## src/rtl/program_sequencer.sv

```systemverilog
// ============================================================================
//  Module   : program_sequencer
//  Purpose  : Loadable 16-word program store, 4x8 register file and a
//             fetch/exec/writeback FSM that drives an external 8-bit ALU.
//  Revision : 1.0
// ============================================================================
`default_nettype none

module program_sequencer #(
    parameter int PROG_DEPTH = 16,
    parameter int ADDR_W     = $clog2(PROG_DEPTH)
) (
    input  logic              clk,
    input  logic              reset,
    input  logic              load_en,
    input  logic [ADDR_W-1:0] load_addr,
    input  logic [15:0]       load_data,
    input  logic              start,
    output logic [7:0]        alu_a,
    output logic [7:0]        alu_b,
    output logic [2:0]        alu_opcode,
    input  logic [7:0]        alu_result,
    input  logic              alu_carry,
    output logic              busy,
    output logic              done,
    output logic [ADDR_W-1:0] pc,
    output logic              carry_flag,
    input  logic [1:0]        dbg_sel,
    output logic [7:0]        dbg_data
);

    localparam logic [ADDR_W-1:0] C_LAST_PC = ADDR_W'(PROG_DEPTH - 1);

    typedef enum logic [2:0] {
        S_IDLE   = 3'd0,
        S_FETCH  = 3'd1,
        S_EXEC   = 3'd2,
        S_WB     = 3'd3,
        S_HALTED = 3'd4
    } state_e;

    state_e            state_q, state_d;
    logic [ADDR_W-1:0] pc_q, pc_d;
    logic [15:0]       ir_q, ir_d;
    logic [7:0]        res_q, res_d;
    logic              rc_q, rc_d;
    logic              carry_q, carry_d;
    logic [3:0][7:0]   rf_q, rf_d;
    logic [15:0]       mem_q [PROG_DEPTH];

    logic              w_is_alu;
    logic              w_is_ldi;
    logic              w_exec_alu;
    logic [1:0]        w_rd;
    logic [1:0]        w_rs1;
    logic [1:0]        w_rs2;
    logic              w_mem_we;

    assign w_is_alu   = ~ir_q[15];
    assign w_is_ldi   = ir_q[15] & ~ir_q[14];
    assign w_rd       = ir_q[11:10];
    assign w_rs1      = ir_q[9:8];
    assign w_rs2      = ir_q[7:6];
    assign w_exec_alu = (state_q == S_EXEC) && w_is_alu;

    assign busy       = (state_q == S_FETCH) || (state_q == S_EXEC) || (state_q == S_WB);
    assign done       = (state_q == S_HALTED);
    assign pc         = pc_q;
    assign carry_flag = carry_q;
    assign dbg_data   = rf_q[dbg_sel];

    // ALU operands are kept at zero outside EXEC so the ALU sees a quiet bus.
    assign alu_a      = w_exec_alu ? rf_q[w_rs1] : 8'd0;
    assign alu_b      = w_exec_alu ? rf_q[w_rs2] : 8'd0;
    assign alu_opcode = w_exec_alu ? ir_q[14:12] : 3'd0;

    // Running code is protected: writes are only accepted while not busy.
    assign w_mem_we   = load_en && !busy;

    always_ff @(posedge clk) begin
        if (w_mem_we) begin
            mem_q[load_addr] <= load_data;
        end
    end

    always_ff @(posedge clk or negedge reset) begin
        if (!reset) begin
            state_q <= S_IDLE;
            pc_q    <= '0;
            ir_q    <= '0;
            res_q   <= '0;
            rc_q    <= 1'b0;
            carry_q <= 1'b0;
            rf_q    <= '0;
        end else begin
            state_q <= state_d;
            pc_q    <= pc_d;
            ir_q    <= ir_d;
            res_q   <= res_d;
            rc_q    <= rc_d;
            carry_q <= carry_d;
            rf_q    <= rf_d;
        end
    end

    always_comb begin
        state_d = state_q;
        pc_d    = pc_q;
        ir_d    = ir_q;
        res_d   = res_q;
        rc_d    = rc_q;
        carry_d = carry_q;
        rf_d    = rf_q;

        case (state_q)
            S_IDLE, S_HALTED: begin
                if (start) begin
                    state_d = S_FETCH;
                    pc_d    = '0;
                end
            end
            S_FETCH: begin
                ir_d    = mem_q[pc_q];
                state_d = S_EXEC;
            end
            S_EXEC: begin
                if (w_is_alu) begin
                    res_d   = alu_result;
                    rc_d    = alu_carry;
                    state_d = S_WB;
                end else if (w_is_ldi) begin
                    res_d   = ir_q[7:0];
                    state_d = S_WB;
                end else begin
                    state_d = S_HALTED;
                end
            end
            S_WB: begin
                rf_d[w_rd] = res_q;
                if (w_is_alu) begin
                    carry_d = rc_q;
                end
                // The last word ends the program; the counter never wraps.
                if (pc_q == C_LAST_PC) begin
                    state_d = S_HALTED;
                end else begin
                    pc_d    = pc_q + ADDR_W'(1);
                    state_d = S_FETCH;
                end
            end
            default: begin
                state_d = S_IDLE;
            end
        endcase
    end

endmodule

`default_nettype wire

```

## config.mk

```make
export PLATFORM = sky130hd
export DESIGN_NAME = program_sequencer
export DESIGN_NICKNAME = d
export VERILOG_FILES = /design/src/rtl/program_sequencer.sv
export SDC_FILE = /design/constraint.sdc
export NUM_CORES = 1
export LEC_CHECK = 0
export CAP_MARGIN = 20
export CORE_MARGIN = 2
export CORE_UTILIZATION = 45
export DETAILED_ROUTE_END_ITERATION = 6
export GPL_TIMING_DRIVEN = 0
export RECOVER_POWER = 100
export SLEW_MARGIN = 20
export SYNTH_ARGS = -nofsm -noshare
export SYNTH_HDL_FRONTEND = slang
export SYNTH_SLANG_ARGS = --single-unit
```

## constraint.sdc

```tcl
create_clock -name clk -period 4.05 [get_ports clk]
set_input_delay 0.6075 -clock clk [delete_from_list [all_inputs] [get_ports clk]]
set_output_delay 0.6075 -clock clk [all_outputs]
set_load 0.01 [all_outputs]
```

==> results.json <==
{
  "status": "finished with violations",
  "violations": "capacitance limit, slew limit",
  "cts.sinks": 321,
  "finalCritPeriodShare": 0.858,
  "power_frac_comb": 0.273,
  "switchingPower_w": 0.00282,
  "die_h_um": 175,
  "p_leak_nw": 5.20,
  "place.gp.congestion": 0.766,
  "clock.fmax_mhz": 288,
  "dieArea_sq_um": 30800,
  "worstPathArrival_ns": 3.61,
  "dr.pass1.iters": 5,
  "async_flop_share": 0.202,
  "yosysWarningCount": 0,
  "synthFlopType": "edfxtp_1",
  "reg2reg_depth": 6,
  "overflow": 0,
  "clk-insertion-delay-late_ns": 0.52,
  "start_util": 0.459,
  "pwr_density_cell_nw_per_um2": 636,
  "yosys-top-cells-area": "edfxtp_1 (58%), dfrtp_1 (12%), mux4_2 (10%)",
  "antenna_left": 0,
  "vias": 6975,
  "worstSetupEndpoint": "mem_q[12][0]",
  "row_count": 62,
  "synth_common_cells": "edfxtp_1 (256), dfrtp_1 (65), mux4_2 (59), mux2_2 (40), mux2i_1 (38)",
  "reg2reg_slack_ns": 0.58,
  "path_class": "reg -> reg",
  "path_clk_slew_ns": 0.06,
  "clockRootBuffer": "clkbuf_16",
  "seq_area_frac_synth": 0.705,
  "layout_min_cycle_time_ns": 3.47,
  "power_frac_seq": 0.430,
  "setup_viol": 0,
  "num-fill-cells": 2315,
  "synth_top_area_frac": 0.582,
  "grt_max_degree": 38,
  "drc_errors": 0,
  "regToRegEndpoint": "mem_q[12][0]",
  "first_global_vias": 7489,
  "worstPathMaxFanout": 10,
  "antennaDiodeCount": 0,
  "grt_util_all_layers": 0.203,
  "drt-initial-drc-count": 652,
  "p_int_w": 0.00703,
  "seq_area_sq_um": 9310,
  "final-hold-violation-count": 0,
  "cts_tree": "built",
  "syn-cell-area_sq_um": 13200,
  "htreeDepth": 2,
  "yosysUniqueCellTypes": 48,
  "ir_drop_mv": 0.354,
  "finalMaxSlewViolations": 38,
  "grt_pass1_wl_mm": 46.1,
  "maxCapViolations": 2,
  "drt_wl_total_mm": 30.0,
  "cts_hold_buf": 0,
  "cp-start-kind": "flop",
  "multi_input_area_sq_um": 3650,
  "finClkSkew_ns": 0.0175,
  "fin_nets": 861,
  "hp-class": "reg -> reg",
  "synthCells": 699,
  "dpl_worst_slack_ns": 1.05,
  "crit_path_start": "state_q[0]",
  "syn_nets": 735,
  "post-synth-top-count-cell": "edfxtp_1",
  "syn2layout_area_growth_pct": 17.1,
  "rsz0062_at_grt": "false",
  "min_from": "rc_q",
  "drive_above_1_share": 0.191,
  "synth-edff-count": 256,
  "setup_tns_ns": 0,
  "worst_pin_slew_ns": 1.73,
  "ios": 69,
  "postCtsSetupBuffers": 0,
  "p_clk_frac": 0.297,
  "post-synth-top-area-cell": "edfxtp_1",
  "reg2reg_from": "state_q[0]",
  "synth-seq-cells": 321,
  "die_w_um": 175,
  "cts_buffer_depth": 3,
  "finalWorstSetupSlack_ns": 0.575,
  "worstSetupEndpointType": "flop",
  "numCtsBuffers": 35,
  "antenna_found_initial": 0,
  "worstPathRequired_ns": 4.19,
  "via_per_inst": 5.65,
  "core_area_sq_um": 28800,
  "p_sw_frac": 0.286,
  "hpwl_mm": 20.5,
  "post_cts_resized": 0,
  "drt-wirelength-per-cell_um": 24.3,
  "syn_area_per_cell_sq_um": 18.9,
  "portBuffers": 66,
  "slew_headroom": -0.152
}
layer usage:
metal	wire (um)	track usage	up-vias
li1	-	-	3088
met1	12700	0.276	3620
met2	14900	0.341	221
met3	1720	0.0353	46
met4	559	0.0563	0
met5	0	0	-
worst min-delay path by stage:
stage | to | slack, ns | depth (start not counted)
floorplan | carry_flag | 0.31 | 0
global placement | rc_q | 0.47 | 1
detailed placement | rc_q | 0.49 | 1
CTS | rf_q[6] | 0.03 | 1
global route | rc_q | 0.52 | 1
finish | rc_q | 0.50 | 1
layout make-up:
type / instances / share of cell area
inverters: 5 / 0.00121
repair buffers: 89 / 0.0489
plain buffers: 39 / 0.0136
clock buffers: 46 / 0.0605
multi-input cells: 334 / 0.236
flip-flops and latches: 321 / 0.602
well taps: 384 / 0.0310
clock inverters: 16 / 0.00711
worst max-delay path, cell delays in order, from the launching register on:
cell and delay (ns):
dfrtp_1 0.35, clkbuf_1 0.20, nor2_1 0.35, o21a_1 0.34, or3b_1 0.45, nor2_1 0.79, clkbuf_1 0.62
registers in the layout, indices dropped and copies added (netlist names):
| register | count |
|---|---|
| carry_flag | 1 |
| ir_q | 16 |
| mem_q | 256 |
| pc | 4 |
| rc_q | 1 |
| res_q | 8 |
| rf_q | 32 |
| state_q | 3 |
power by group through the flow:
stage / logic (W) / registers (W) / clock network (W)
finish: 0.00269 / 0.00423 / 0.00292
global route: 0.00291 / 0.00428 / 0.00314
CTS: 0.00283 / 0.00423 / 0.00300
detailed placement: 0.00282 / 0.00430 / 0
global placement: 0.00274 / 0.00426 / 0
floorplan: 0.00191 / 0.00420 / 0
layout by cell type, fill, tap and decap left out, drive strengths merged, types with 2 or more instances in the layout:
cell and instances:
a22o 13, clkinv 12, dfrtp 65, edfxtp 256, a31oi 2, o21ai 32, nor3 5, nand3 6
nand2b 4, dlygate4sd3 50, clkdlybuf4s50 15, and2 3, nor3b 2, mux4 73, nand2 12, nand3b 3
o22ai 2, nor2b 19, inv 8, mux2 49, a22oi 14, or3b 2, a211oi 2, a21oi 11
mux2i 38, buf 19, nor2 30, clkbuf 90
through the flow:
stage           util  instances  power (W)  instance area (sq um)  hold WS [ns]
2_1_floorplan      -        699    0.00611                  13200         0.312
3_3_place_gp   0.499       1149    0.00699                  14400         0.475
3_5_place_dp   0.509       1172    0.00712                  14700         0.493
4_1_cts        0.546       1234     0.0101                  15700        0.0289
5_1_grt        0.538       1234     0.0103                  15500         0.521
6_report       0.538       1234    0.00984                  15500         0.498
cell families after synthesis:
| family | count (synthesis) | share of synthesized area |
|---|---|---|
| XOR/XNOR | 2 | 0.00133 |
| AO/OA/AOI/OAI | 80 | 0.0401 |
| AND/OR/NAND/NOR | 91 | 0.0359 |
| flip-flops | 321 | 0.705 |
| adder cells (fa/ha/maj) | 1 | 0.000947 |
| buffers and inverters | 44 | 0.0179 |
| multiplexers | 160 | 0.199 |
Note: power is estimated with default switching activity, not from simulation.
